===== src/rtl/ctu_cken_pkg.sv =====
// Shared constants for the CTU cluster clock-enable sequencer.
// State encoding, default sizing, and the sequencer FSM state type.
package ctu_cken_pkg;

    localparam int unsigned CKEN_NUM_DEFAULT   = 8;
    localparam int unsigned CKEN_GAP_W_DEFAULT = 4;

    localparam logic [1:0] ST_IDLE      = 2'b00;
    localparam logic [1:0] ST_RAMP_UP   = 2'b01;
    localparam logic [1:0] ST_ON        = 2'b10;
    localparam logic [1:0] ST_RAMP_DOWN = 2'b11;

    typedef enum logic [1:0] {
        StIdle     = ST_IDLE,
        StRampUp   = ST_RAMP_UP,
        StOn       = ST_ON,
        StRampDown = ST_RAMP_DOWN
    } cken_state_e;

endpackage


===== src/rtl/ctu_cken_gap_cnt.sv =====
// Loadable down-counter timing the idle gap between enable steps.
// Holds at zero; load has priority over decrement.
module ctu_cken_gap_cnt
    import ctu_cken_pkg::*;
#(
    parameter int unsigned GAP_W = CKEN_GAP_W_DEFAULT
) (
    input  logic             clk,
    input  logic             rst_l,
    input  logic             load,
    input  logic [GAP_W-1:0] load_val,
    input  logic             dec,
    output logic             zero
);

    logic [GAP_W-1:0] cnt_q;

    // Gap count register: reload on a step, otherwise count down to zero.
    always_ff @(posedge clk) begin
        if (!rst_l) begin
            cnt_q <= '0;
        end else if (load) begin
            cnt_q <= load_val;
        end else if (dec && (cnt_q != '0)) begin
            cnt_q <= cnt_q - 1'b1;
        end
    end

    assign zero = (cnt_q == '0);

endmodule


===== src/rtl/ctu_cken_seq.sv =====
// Staggered cluster clock-enable sequencer (cmp_clk domain).
// Ramps enables up one at a time on start, down in reverse order on stop,
// with a programmable gap between steps to limit di/dt.
// Optional macro CTU_CKEN_FORCE_EN adds the force_cken test override port.
module ctu_cken_seq
    import ctu_cken_pkg::*;
#(
    parameter int unsigned NUM_CKEN = CKEN_NUM_DEFAULT,
    parameter int unsigned GAP_W    = CKEN_GAP_W_DEFAULT
) (
    input  logic                cmp_clk,
    input  logic                rst_l,
    input  logic                start_req,
    input  logic                stop_req,
    input  logic [GAP_W-1:0]    gap_cyc,
    input  logic [NUM_CKEN-1:0] cken_mask,
`ifdef CTU_CKEN_FORCE_EN
    input  logic                force_cken,
`endif
    output logic [NUM_CKEN-1:0] cken_out,
    output logic                start_clk_cl,
    output logic                seq_busy,
    output logic                seq_done
);

    localparam int unsigned     IdxW    = (NUM_CKEN > 1) ? $clog2(NUM_CKEN) : 1;
    localparam logic [IdxW-1:0] LastIdx = IdxW'(NUM_CKEN - 1);

    cken_state_e         state_q;
    logic [IdxW-1:0]     idx_q;
    logic [IdxW-1:0]     idx_inc;
    logic [IdxW-1:0]     idx_dec;
    logic [GAP_W-1:0]    gap_q;
    logic [NUM_CKEN-1:0] mask_q;
    logic [NUM_CKEN-1:0] cken_q;
    logic                start_clk_q;
    logic                busy_q;
    logic                done_q;

    logic                go_up;
    logic                cnt_load;
    logic [GAP_W-1:0]    cnt_load_val;
    logic                cnt_dec;
    logic                cnt_zero;

    // Stop wins whenever both requests are present.
    assign go_up   = start_req & ~stop_req;
    assign idx_inc = idx_q + 1'b1;
    assign idx_dec = idx_q - 1'b1;

    // Gap counter control: fresh gap_cyc on accept/reversal, latched gap between steps.
    always_comb begin
        cnt_load     = 1'b0;
        cnt_load_val = gap_q;
        cnt_dec      = 1'b0;
        unique case (state_q)
            StIdle: begin
                if (go_up) begin
                    cnt_load     = 1'b1;
                    cnt_load_val = gap_cyc;
                end
            end
            StRampUp: begin
                if (stop_req) begin
                    cnt_load     = 1'b1;
                    cnt_load_val = gap_cyc;
                end else if (!cnt_zero) begin
                    cnt_dec = 1'b1;
                end else if (idx_q != LastIdx) begin
                    cnt_load = 1'b1;
                end
            end
            StOn: begin
                if (stop_req) begin
                    cnt_load     = 1'b1;
                    cnt_load_val = gap_cyc;
                end
            end
            StRampDown: begin
                if (go_up) begin
                    cnt_load     = 1'b1;
                    cnt_load_val = gap_cyc;
                end else if (!cnt_zero) begin
                    cnt_dec = 1'b1;
                end else if (idx_q != '0) begin
                    cnt_load = 1'b1;
                end
            end
            default: begin
                cnt_load = 1'b0;
            end
        endcase
    end

    ctu_cken_gap_cnt #(
        .GAP_W (GAP_W)
    ) u_gap_cnt (
        .clk      (cmp_clk),
        .rst_l    (rst_l),
        .load     (cnt_load),
        .load_val (cnt_load_val),
        .dec      (cnt_dec),
        .zero     (cnt_zero)
    );

    // Sequencer FSM with registered enables and status outputs.
    always_ff @(posedge cmp_clk) begin
        if (!rst_l) begin
            state_q     <= StIdle;
            idx_q       <= '0;
            gap_q       <= '0;
            mask_q      <= '0;
            cken_q      <= '0;
            start_clk_q <= 1'b0;
            busy_q      <= 1'b0;
            done_q      <= 1'b0;
        end else begin
            done_q <= 1'b0;
            unique case (state_q)
                StIdle: begin
                    if (go_up) begin
                        state_q   <= StRampUp;
                        gap_q     <= gap_cyc;
                        mask_q    <= cken_mask;
                        cken_q[0] <= cken_mask[0];
                        idx_q     <= '0;
                        busy_q    <= 1'b1;
                    end
                end
                StRampUp: begin
                    if (stop_req) begin
                        // Reverse in place: undo the bit just raised.
                        state_q       <= StRampDown;
                        gap_q         <= gap_cyc;
                        cken_q[idx_q] <= 1'b0;
                    end else if (cnt_zero) begin
                        if (idx_q == LastIdx) begin
                            state_q     <= StOn;
                            busy_q      <= 1'b0;
                            start_clk_q <= 1'b1;
                            done_q      <= 1'b1;
                        end else begin
                            // Masked clusters still take their step slot.
                            idx_q           <= idx_inc;
                            cken_q[idx_inc] <= mask_q[idx_inc];
                        end
                    end
                end
                StOn: begin
                    if (stop_req) begin
                        state_q         <= StRampDown;
                        gap_q           <= gap_cyc;
                        idx_q           <= LastIdx;
                        cken_q[LastIdx] <= 1'b0;
                        start_clk_q     <= 1'b0;
                        busy_q          <= 1'b1;
                    end
                end
                StRampDown: begin
                    if (go_up) begin
                        // Reverse in place: restore the bit just cleared.
                        state_q       <= StRampUp;
                        gap_q         <= gap_cyc;
                        cken_q[idx_q] <= mask_q[idx_q];
                    end else if (cnt_zero) begin
                        if (idx_q == '0) begin
                            state_q <= StIdle;
                            busy_q  <= 1'b0;
                            done_q  <= 1'b1;
                        end else begin
                            idx_q           <= idx_dec;
                            cken_q[idx_dec] <= 1'b0;
                        end
                    end
                end
                default: begin
                    state_q <= StIdle;
                end
            endcase
        end
    end

    assign seq_busy = busy_q;
    assign seq_done = done_q;

    // Force override bypasses the FSM and is the only combinational output term.
`ifdef CTU_CKEN_FORCE_EN
    assign cken_out     = cken_q | {NUM_CKEN{force_cken}};
    assign start_clk_cl = start_clk_q | force_cken;
`else
    assign cken_out     = cken_q;
    assign start_clk_cl = start_clk_q;
`endif

endmodule

===== config.mk =====
export PLATFORM = sky130hd
export DESIGN_NAME = ctu_cken_seq
export DESIGN_NICKNAME = d
export VERILOG_FILES = /design/src/rtl/ctu_cken_pkg.sv /design/src/rtl/ctu_cken_gap_cnt.sv /design/src/rtl/ctu_cken_seq.sv
export SDC_FILE = /design/constraint.sdc
export NUM_CORES = 1
export LEC_CHECK = 0
export CORE_MARGIN = 3
export CORE_UTILIZATION = 52
export CTS_CLUSTER_DIAMETER = 30
export DETAILED_ROUTE_END_ITERATION = 8
export GPL_ROUTABILITY_DRIVEN = 0
export PLACE_DENSITY = 0.85
export RECOVER_POWER = 100
export SETUP_SLACK_MARGIN = 0.4
export SLEW_MARGIN = 20
export SYNTH_ARGS = -nofsm -noshare
export SYNTH_HDL_FRONTEND = slang
export SYNTH_SLANG_ARGS = --single-unit

===== constraint.sdc =====
create_clock -name cmp_clk -period 2.4 [get_ports cmp_clk]
set_input_delay 0.36 -clock cmp_clk [delete_from_list [all_inputs] [get_ports cmp_clk]]
set_output_delay 0.36 -clock cmp_clk [all_outputs]
set_load 0.05 [all_outputs]

==> results of run 1 <==
## cells by family after synthesis
kind of cell,after synthesis,share of synthesized area [%]
AND/OR/NAND/NOR,129,27.9
AO/OA/AOI/OAI,94,27.5
buffers and inverters,39,6.69
flip-flops,32,25.4
multiplexers,11,4.36
adder cells (fa/ha/maj),11,5.45
XOR/XNOR,7,2.73
## critical path, stage by stage (launching register included)
cell and delay, ns:
dfxtp_4 0.38, clkinvlp_4 0.16, ha_4 0.32, mux2i_1 0.55, mux2i_1 0.36, nor3b_1 0.12
a31o_2 0.23
## cell usage after synthesis (all sizes together) (10+ instances only)
cell	count
a21boi	12
a21oi	17
buf	15
clkbuf	13
dfxtp	32
ha	11
inv	10
mux2i	11
nand2	33
nand3	18
nor2	14
nor3	17
o211ai	14
o21ai	11
## report_power, final
part	switching (W)	internal (W)
combinational	0.00135	0.000969
clock	0.000225	0.000233
sequential	0.000122	0.000657
## metrics by stage
stage / hold WS [ns] / util (%) / area (µm²)
detailed placement: 0.478 / 64.6 / 2930
global route: 0.520 / 71.8 / 3260
floorplan: 0.443 / - / 2560
CTS: 0.499 / 69.1 / 3130
finish: 0.488 / 71.8 / 3260
global placement: 0.456 / 64.6 / 2930
## registers in the layout (all words and copies together) (netlist names)
signal / cells
cken_out: 8
mask_q: 8
gap_q: 4
u_gap_cnt.cnt_q: 4
idx_q: 3
state_q: 2
seq_busy: 1
seq_done: 1
start_clk_cl: 1
## layout make-up
cell class              instances  area, µm²
well taps                      65       81.3
clock inverters                 1       7.51
inverters                      11       51.3
multi-input cells             252       1840
fillers                       338       1280
flip-flops and latches         32        657
repair buffers                 63        532
clock buffers                   7       86.3
## metal layers
| layer | vias up | global-route usage [%] | share of wire, % |
|---|---|---|---|
| met3 | 30 | 4.88 | 11 |
| met4 | 0 | 8.54 | 3.1 |
| met2 | 206 | 38.8 | 45 |
| met1 | 1312 | 37.4 | 41 |
| met5 | - | 0 | 0 |
| li1 | 1286 | - | - |
## timing repair
item | 4_1_cts | 5_1_grt
pin swaps | 2 | 8
gates resized for setup | 18 | 23
setup endpoints to repair | 15 | 16
setup buffers | 7 | 7
gates cloned | 0 | 0
## worst max-delay path by stage
| stage | end | from | cells past startpoint |
|---|---|---|---|
| after floorplan | cken_out[7] | idx_q[0] | 10 |
| after global placement | cken_out[7] | stop_req | 7 |
| after detailed placement | idx_q[1] | stop_req | 7 |
| after CTS | cken_out[7] | idx_q[0] | 7 |
| after global routing | u_gap_cnt.cnt_q[0] | state_q[1] | 6 |
| final | u_gap_cnt.cnt_q[0] | state_q[1] | 6 |
==> impl_metrics.env, run 1 <==
export IMPL_cts_htree_levels=2
export IMPL_initial_utilization_pct=55.7
export IMPL_p_per_area_nw_per_um2=1090
export IMPL_netlist_area_um2=2520
export IMPL_yosysTopAreaCellShare_pct=25.4
export IMPL_drive_gt1_share_pct=21.6
export IMPL_clkTransAtPathRegs_ns=0.07
export IMPL_final_setup_worst_slack_ns=0.176
export IMPL_fin_cells=431
export IMPL_hold_buffers=0
export IMPL_synth_edff_count=0
export IMPL_crit_type="register to register"
export IMPL_hold_path_end="mask_q[2]"
export IMPL_fp_dieW_um=75.7
export IMPL_holdPathStages=2
export IMPL_ys_flop_type="dfxtp_1"
export IMPL_grt_pass1_wl_mm=11.5
export IMPL_finClkSkew_ns=0.00426
export IMPL_reg2reg_to="u_gap_cnt.cnt_q[0]"
export IMPL_critPathLaunchType="register"
export IMPL_worstMarginPinSlew_ns=0.690
export IMPL_cts_tree="built"
export IMPL_maxSlewViolCount=0
export IMPL_die_area_um2=5730
export IMPL_hold_viol=0
export IMPL_wl_per_cell_um=18.5
export IMPL_end_kind="register"
export IMPL_syn_num_nets=350
export IMPL_ios=27
export IMPL_grt_total_usage_pct=25.9
export IMPL_vias=2834
export IMPL_cts_root_buffer_cell="clkbuf_8"
export IMPL_syn_inst=323
export IMPL_antennaDiodeCount=0
export IMPL_firstDrtPassIters=6
export IMPL_r2r_start="state_q[1]"
export IMPL_mostFrequentLayoutCells="nand2_1 (33), buf_4 (32), dfxtp_1 (27)"
export IMPL_period_share_pct=92.7
export IMPL_syn_to_final_growth_pct=28.9
export IMPL_dp_slack_ns=0.0824
export IMPL_yosysUniqueCellTypes=61
export IMPL_yosysWarnings=0
export IMPL_grt_max_degree=23
export IMPL_antenna_found_initial=0
export IMPL_r2r_setup_slack_ns=0.18
export IMPL_syn_area_per_cell_um2=7.82
export IMPL_power_w=0.00356
export IMPL_viasPerCell=6.58
export IMPL_reg2reg_depth=6
export IMPL_hpwl_mm=4.80
export IMPL_overflow=0
export IMPL_outcome="completed"
export IMPL_drv_cap=0
export IMPL_io_buffers=26
export IMPL_wl_mm=7.99
export IMPL_coreArea_um2=4530
export IMPL_numCtsBuffers=5
export IMPL_final_nets=392
export IMPL_cp_required_ns=2.59
export IMPL_dp_cells=409
export IMPL_rsz0062_at_grt="yes"
export IMPL_p_leak_nw=1.26
export IMPL_cts_buffer_depth=2
export IMPL_critical_path_max_fanout=4
export IMPL_fmax_ghz=0.450
export IMPL_drc_errors=0
export IMPL_cp_arrival_ns=2.42
export IMPL_min_period_ns=2.22
export IMPL_slew_headroom_pct=53.8
export IMPL_synth_top_cell_by_area="dfxtp_1"
export IMPL_peakVddDrop_uv=653
export IMPL_hold_class="register to register"
export IMPL_final_common_cell="nand2_1"
export IMPL_drt_initial_drc_count=733
export IMPL_setup_viol=0
export IMPL_synthTopCellsByArea="dfxtp_1 (25%), ha_1 (5.5%), nand2_1 (4.9%), mux2i_1 (4.4%), o211ai_1 (4.2%)"
export IMPL_async_flop_share_pct=0
export IMPL_fp_dieH_um=75.7
export IMPL_clkLatencyLatePin_ns=0.29
export IMPL_timing_setup_tns_ns=0
export IMPL_grt_pass1_vias=2433
export IMPL_final_antenna_net_count=0
export IMPL_seq_area_frac_synth_pct=25.4
export IMPL_fp_row_count=24
export IMPL_hold_start="mask_q[2]"
export IMPL_cts_sinks=32
export IMPL_ys_ff_latch=32
(Power assumes the default switching activity.)
==> run 2: changes to the inputs <==
--- a/config.mk
+++ b/config.mk
@@ -5,7 +5,7 @@
 export SDC_FILE = /design/constraint.sdc
 export NUM_CORES = 1
 export LEC_CHECK = 0
-export CORE_MARGIN = 3
+export CORE_MARGIN = 2
 export CORE_UTILIZATION = 52
 export CTS_CLUSTER_DIAMETER = 30
 export DETAILED_ROUTE_END_ITERATION = 8
==> constraint.sdc (replaced) <==
create_clock -name cmp_clk -period 2.4 [get_ports cmp_clk]
set_input_delay 0.36 -clock cmp_clk [delete_from_list [all_inputs] [get_ports cmp_clk]]
set_output_delay 0.36 -clock cmp_clk [all_outputs]
set_load 0.1 [all_outputs]
==> impl_metrics.env, run 2 (synthesized netlist as in run 1, its figures left out) <==
export IMPL_viasPerCell=6.52
export IMPL_peakVddDrop_uv=1010
export IMPL_cts_buffer_depth=2
export IMPL_overflow=0
export IMPL_outcome="finished, violations left"
export IMPL_drc_errors=1
export IMPL_critical_path_max_fanout=5
export IMPL_rsz0062_at_grt="yes"
export IMPL_multi_input_area_um2=1830
export IMPL_fp_dieH_um=73.7
export IMPL_hold_viol=0
export IMPL_worstMarginPinSlew_ns=1.17
export IMPL_period_share_pct=87.8
export IMPL_vias=2763
export IMPL_maxSlewViolCount=0
export IMPL_wl_mm=7.65
export IMPL_n_fill_cell=357
export IMPL_grt_max_degree=43
export IMPL_grt_pass1_wl_mm=12.2
export IMPL_cts_root_buffer_cell="clkbuf_8"
export IMPL_critPathLaunchType="register"
export IMPL_p_leak_nw=1.20
export IMPL_final_antenna_net_count=0
export IMPL_min_period_ns=2.11
export IMPL_crit_type="register to register"
export IMPL_syn_to_final_growth_pct=27.3
export IMPL_io_buffers=26
export IMPL_clkTransAtPathRegs_ns=0.07
export IMPL_fin_util_pct=68.5
export IMPL_finClkSkew_ns=0.00686
export IMPL_hold_buffers=0
export IMPL_firstDrtPassIters=7
export IMPL_drv_cap=0
export IMPL_clkLatencyLatePin_ns=0.28
export IMPL_wl_per_cell_um=18.0
export IMPL_hpwl_mm=4.78
export IMPL_initial_utilization_pct=53.8
export IMPL_final_nets=397
export IMPL_dp_slack_ns=0.0548
export IMPL_fmax_ghz=0.475
export IMPL_crit_chain="clkinvlp_4 -> ha_4 -> mux2i_1 -> a22o_1 -> or3b_1 -> or3_1 -> a21boi_0"
export IMPL_final_common_cell="buf_4"
export IMPL_mostFrequentLayoutCells="buf_4 (34), nand2_1 (33), dfxtp_1 (27)"
export IMPL_grt_pass1_vias=2585
export IMPL_slowest_stage="or3b_1"
export IMPL_ios=27
export IMPL_coreArea_um2=4690
export IMPL_cts_sinks=32
export IMPL_drt_initial_drc_count=328
export IMPL_cts_htree_levels=2
export IMPL_p_per_area_nw_per_um2=1150
export IMPL_setup_viol=0
export IMPL_path_buf_inv=1
export IMPL_grt_total_usage_pct=28.0
export IMPL_slowest_delay_ns=0.42
export IMPL_cts_tree="built"
export IMPL_drive_gt1_share_pct=23.0
export IMPL_antenna_found_initial=0
export IMPL_slew_headroom_pct=22.4
export IMPL_violations="design-rule violations"
export IMPL_power_w=0.00369
export IMPL_cp_required_ns=2.60
export IMPL_end_kind="register"
export IMPL_antennaDiodeCount=0
export IMPL_die_area_um2=5430
export IMPL_hold_class="register to register"
export IMPL_cp_top_family="simple AND/OR/NAND/NOR gates"
export IMPL_fp_row_count=25
export IMPL_numCtsBuffers=5
export IMPL_fp_dieW_um=73.7
export IMPL_cp_arrival_ns=2.30
export IMPL_area_sequential_um2=657
export IMPL_final_setup_worst_slack_ns=0.294
export IMPL_timing_setup_tns_ns=0
-- run 2: cell count changes in the layout (fill, tap and decap cells not counted), moves of 2 or more --
| cell | change |
|---|---|
| clkbuf_4 | +3 |
| buf_4 | +2 |
| o41ai_1 | +4 |
| dlygate4sd3_1 | -11 |
| o41ai_2 | -4 |
| a21boi_2 | +2 |
| clkbuf_1 | +8 |
-- run 2: layout make-up --
cell class                 instances  share of cell area [%]
multi-input combinational        252                    57.1
tap                               54                    2.10
sequential                        32                    20.4
clock buffer                       7                    3.00
inverter                          11                    1.64
timing repair buffer              68                    15.7
-- run 2: through the flow --
step | std cells | cell area, µm² | hold WS (ns)
floorplan | 323 | 2560 | 0.443
global placement | 397 | 2880 | 0.457
detailed placement | 397 | 2880 | 0.474
CTS | 417 | 3160 | 0.483
global route | 424 | 3210 | 0.519
finish | 424 | 3210 | 0.486
-- run 2: repair_timing --
item | in CTS | in global routing
setup endpoints to repair | 15 | 14
pin swaps | 4 | 8
buffers inserted | 13 | 7
gates resized for setup | 26 | 15
-- run 2: final timing paths --
kind / startpoint / endpoint / slack (ns) / depth (start not counted)
max: state_q[0] / idx_q[1] / 0.29 / 7
min: mask_q[2] / mask_q[2] / 0.49 / 2
max reg2reg: state_q[0] / idx_q[1] / 0.29 / 7
min reg2reg: mask_q[2] / mask_q[2] / 0.49 / 2
-- run 2: power breakdown --
group	internal [W]	switching, W	total [W]
combinational	0.00102	0.00143	0.00246
clock	0.000256	0.000207	0.000463
sequential	0.000657	0.000117	0.000774
total	0.00194	0.00176	0.00369
-- run 2: layer usage --
metal / vias up / global-route usage (%) / routed length, µm
met2: 150 / 47.6 / 3780
met4: 0 / 8.89 / 202
met1: 1290 / 36.4 / 3100
met3: 28 / 3.98 / 562
met5: - / 0 / 0
li1: 1295 / - / -
-- run 2: worst register-to-register path: cells and delay by family, from the launching register on --
| family | cells | cell delay (ns) |
|---|---|---|
| AND/OR/NAND/NOR | 2 | 0.73 |
| flip-flops | 1 | 0.37 |
| AO/OA/AOI/OAI | 2 | 0.37 |
| adder cells (fa/ha/maj) | 1 | 0.23 |
| multiplexers | 1 | 0.17 |
| buffers and inverters | 1 | 0.16 |
==> run 3: changes to the inputs <==
--- a/config.mk
+++ b/config.mk
@@ -6,11 +6,11 @@
 export NUM_CORES = 1
 export LEC_CHECK = 0
 export CORE_MARGIN = 2
-export CORE_UTILIZATION = 52
+export CORE_UTILIZATION = 60
 export CTS_CLUSTER_DIAMETER = 30
 export DETAILED_ROUTE_END_ITERATION = 8
 export GPL_ROUTABILITY_DRIVEN = 0
-export PLACE_DENSITY = 0.85
+export PLACE_DENSITY = 0.92
 export RECOVER_POWER = 100
 export SETUP_SLACK_MARGIN = 0.4
 export SLEW_MARGIN = 20
==> constraint.sdc (replaced) <==
create_clock -name cmp_clk -period 2.5 [get_ports cmp_clk]
set_input_delay 0.375 -clock cmp_clk [delete_from_list [all_inputs] [get_ports cmp_clk]]
set_output_delay 0.375 -clock cmp_clk [all_outputs]
set_load 0.1 [all_outputs]
==> impl_metrics.env, run 3 (synthesized netlist as in run 1, its figures left out) <==
export IMPL_wl_mm=7.57
export IMPL_initial_utilization_pct=62.7
export IMPL_clkTransAtPathRegs_ns=0.07
export IMPL_cp_arrival_ns=2.56
export IMPL_grt_total_usage_pct=31.8
export IMPL_r2r_setup_slack_ns=0.16
export IMPL_drv_cap=0
export IMPL_hpwl_mm=4.79
export IMPL_slew_headroom_pct=21.0
export IMPL_stdcell_area_um2=3010
export IMPL_period_share_pct=93.7
export IMPL_fmax_ghz=0.427
export IMPL_cts_buffer_depth=2
export IMPL_numCtsBuffers=5
export IMPL_cp_required_ns=2.72
export IMPL_coreArea_um2=4030
export IMPL_final_antenna_net_count=0
export IMPL_drive_gt1_share_pct=16.1
export IMPL_hold_buffers=0
export IMPL_fp_dieH_um=68.9
export IMPL_outcome="completed"
export IMPL_die_area_um2=4740
export IMPL_cts_tree="built"
export IMPL_fp_dieW_um=68.9
export IMPL_fp_row_count=23
export IMPL_syn_to_final_growth_pct=19.0
export IMPL_ios=27
export IMPL_firstDrtPassIters=6
export IMPL_clkLatencyLatePin_ns=0.30
export IMPL_hold_class="register to register"
export IMPL_critPathLaunchType="register"
export IMPL_grt_pass1_wl_mm=11.3
export IMPL_antenna_found_initial=0
export IMPL_placed_area_um2=2830
export IMPL_cts_htree_levels=2
export IMPL_end_kind="register"
export IMPL_critical_path_max_fanout=6
export IMPL_viasPerCell=6.79
export IMPL_overflow=0
export IMPL_vias=2743
export IMPL_peakVddDrop_uv=793
export IMPL_worstMarginPinSlew_ns=1.19
export IMPL_cts_root_buffer_cell="clkbuf_8"
export IMPL_maxSlewViolCount=0
export IMPL_power_w=0.00330
export IMPL_p_per_area_nw_per_um2=1100
export IMPL_antennaDiodeCount=0
export IMPL_finClkSkew_ns=0.00724
export IMPL_min_period_ns=2.34
export IMPL_grt_pass1_vias=2377
export IMPL_io_buffers=26
export IMPL_crit_type="register to register"
export IMPL_wl_per_cell_um=18.7
export IMPL_final_nets=380
export IMPL_mostFrequentLayoutCells="nand2_1 (33), dfxtp_1 (28), buf_4 (20)"
export IMPL_final_common_cell="nand2_1"
export IMPL_rsz0062_at_grt="yes"
export IMPL_drc_errors=0
export IMPL_drt_initial_drc_count=516
export IMPL_timing_setup_tns_ns=0
export IMPL_cts_sinks=32
export IMPL_hold_viol=0
export IMPL_setup_viol=0
export IMPL_grt_max_degree=43
export IMPL_p_leak_nw=1.11
-- run 3: cell count changes in the layout (fill, tap and decap cells not counted), sizes merged, moves of 2 or more --
| cell | before | now |
|---|---|---|
| buf | 36 | 21 |
| clkbuf | 24 | 21 |
| clkinv | 0 | 3 |
| clkinvlp | 3 | 1 |
| dlygate4sd2 | 2 | 0 |
-- run 3: timing repair --
| action | CTS | global route |
|---|---|---|
| endpoints found under the setup margin | 13 | 11 |
| setup buffers | 2 | 7 |
| gates resized for setup | 9 | 17 |
| pin swaps | 0 | 2 |
-- run 3: where the power goes --
group | total (W) | internal (W) | switching, W
Combinational | 0.00212 | 0.000782 | 0.00134
Clock | 0.000435 | 0.000220 | 0.000215
Sequential | 0.000740 | 0.000626 | 0.000114
-- run 3: path summary, 6_finish.rpt --
kind              start         to  cells past startpoint
min reg2reg   mask_q[2]  mask_q[2]                      2
max reg2reg  state_q[1]   idx_q[2]                      7
min           mask_q[2]  mask_q[2]                      2
max          state_q[1]   idx_q[2]                      7
-- run 3: routing by layer --
layer | share of wire [%] | track usage, % | wire [µm]
met5 | 0 | 0 | 0
met4 | 4.2 | 15.4 | 317
met3 | 11 | 7.14 | 820
met2 | 46 | 49.6 | 3460
met1 | 39 | 41.3 | 2970
-- run 3: critical path, stage by stage (launching register included) --
cell	delay, ns
dfxtp_1	0.51
inv_2	0.12
ha_1	0.27
mux2i_1	0.23
a22o_1	0.22
or3b_4	0.41
or3_1	0.37
a21boi_1	0.14
-- run 3: area by class of cell --
type / instances / area [µm²]
sequential: 32 / 651
tap: 50 / 62.6
multi-input combinational: 252 / 1780
clock buffer: 6 / 82.6
inverter: 11 / 47.5
clock inverter: 2 / 10.0
timing repair buffer: 51 / 374
fill: 309 / 1020
-- run 3: stage by stage --
step,utilization [%],std cells,hold slack (ns),setup slack (ns)
2_1_floorplan,-,323,0.443,0.298
3_3_place_gp,70.2,387,0.453,0.176
3_5_place_dp,70.2,387,0.457,0.121
4_1_cts,73.4,397,0.467,0.390
5_1_grt,74.6,404,0.520,0.0464
6_report,74.6,404,0.466,0.157
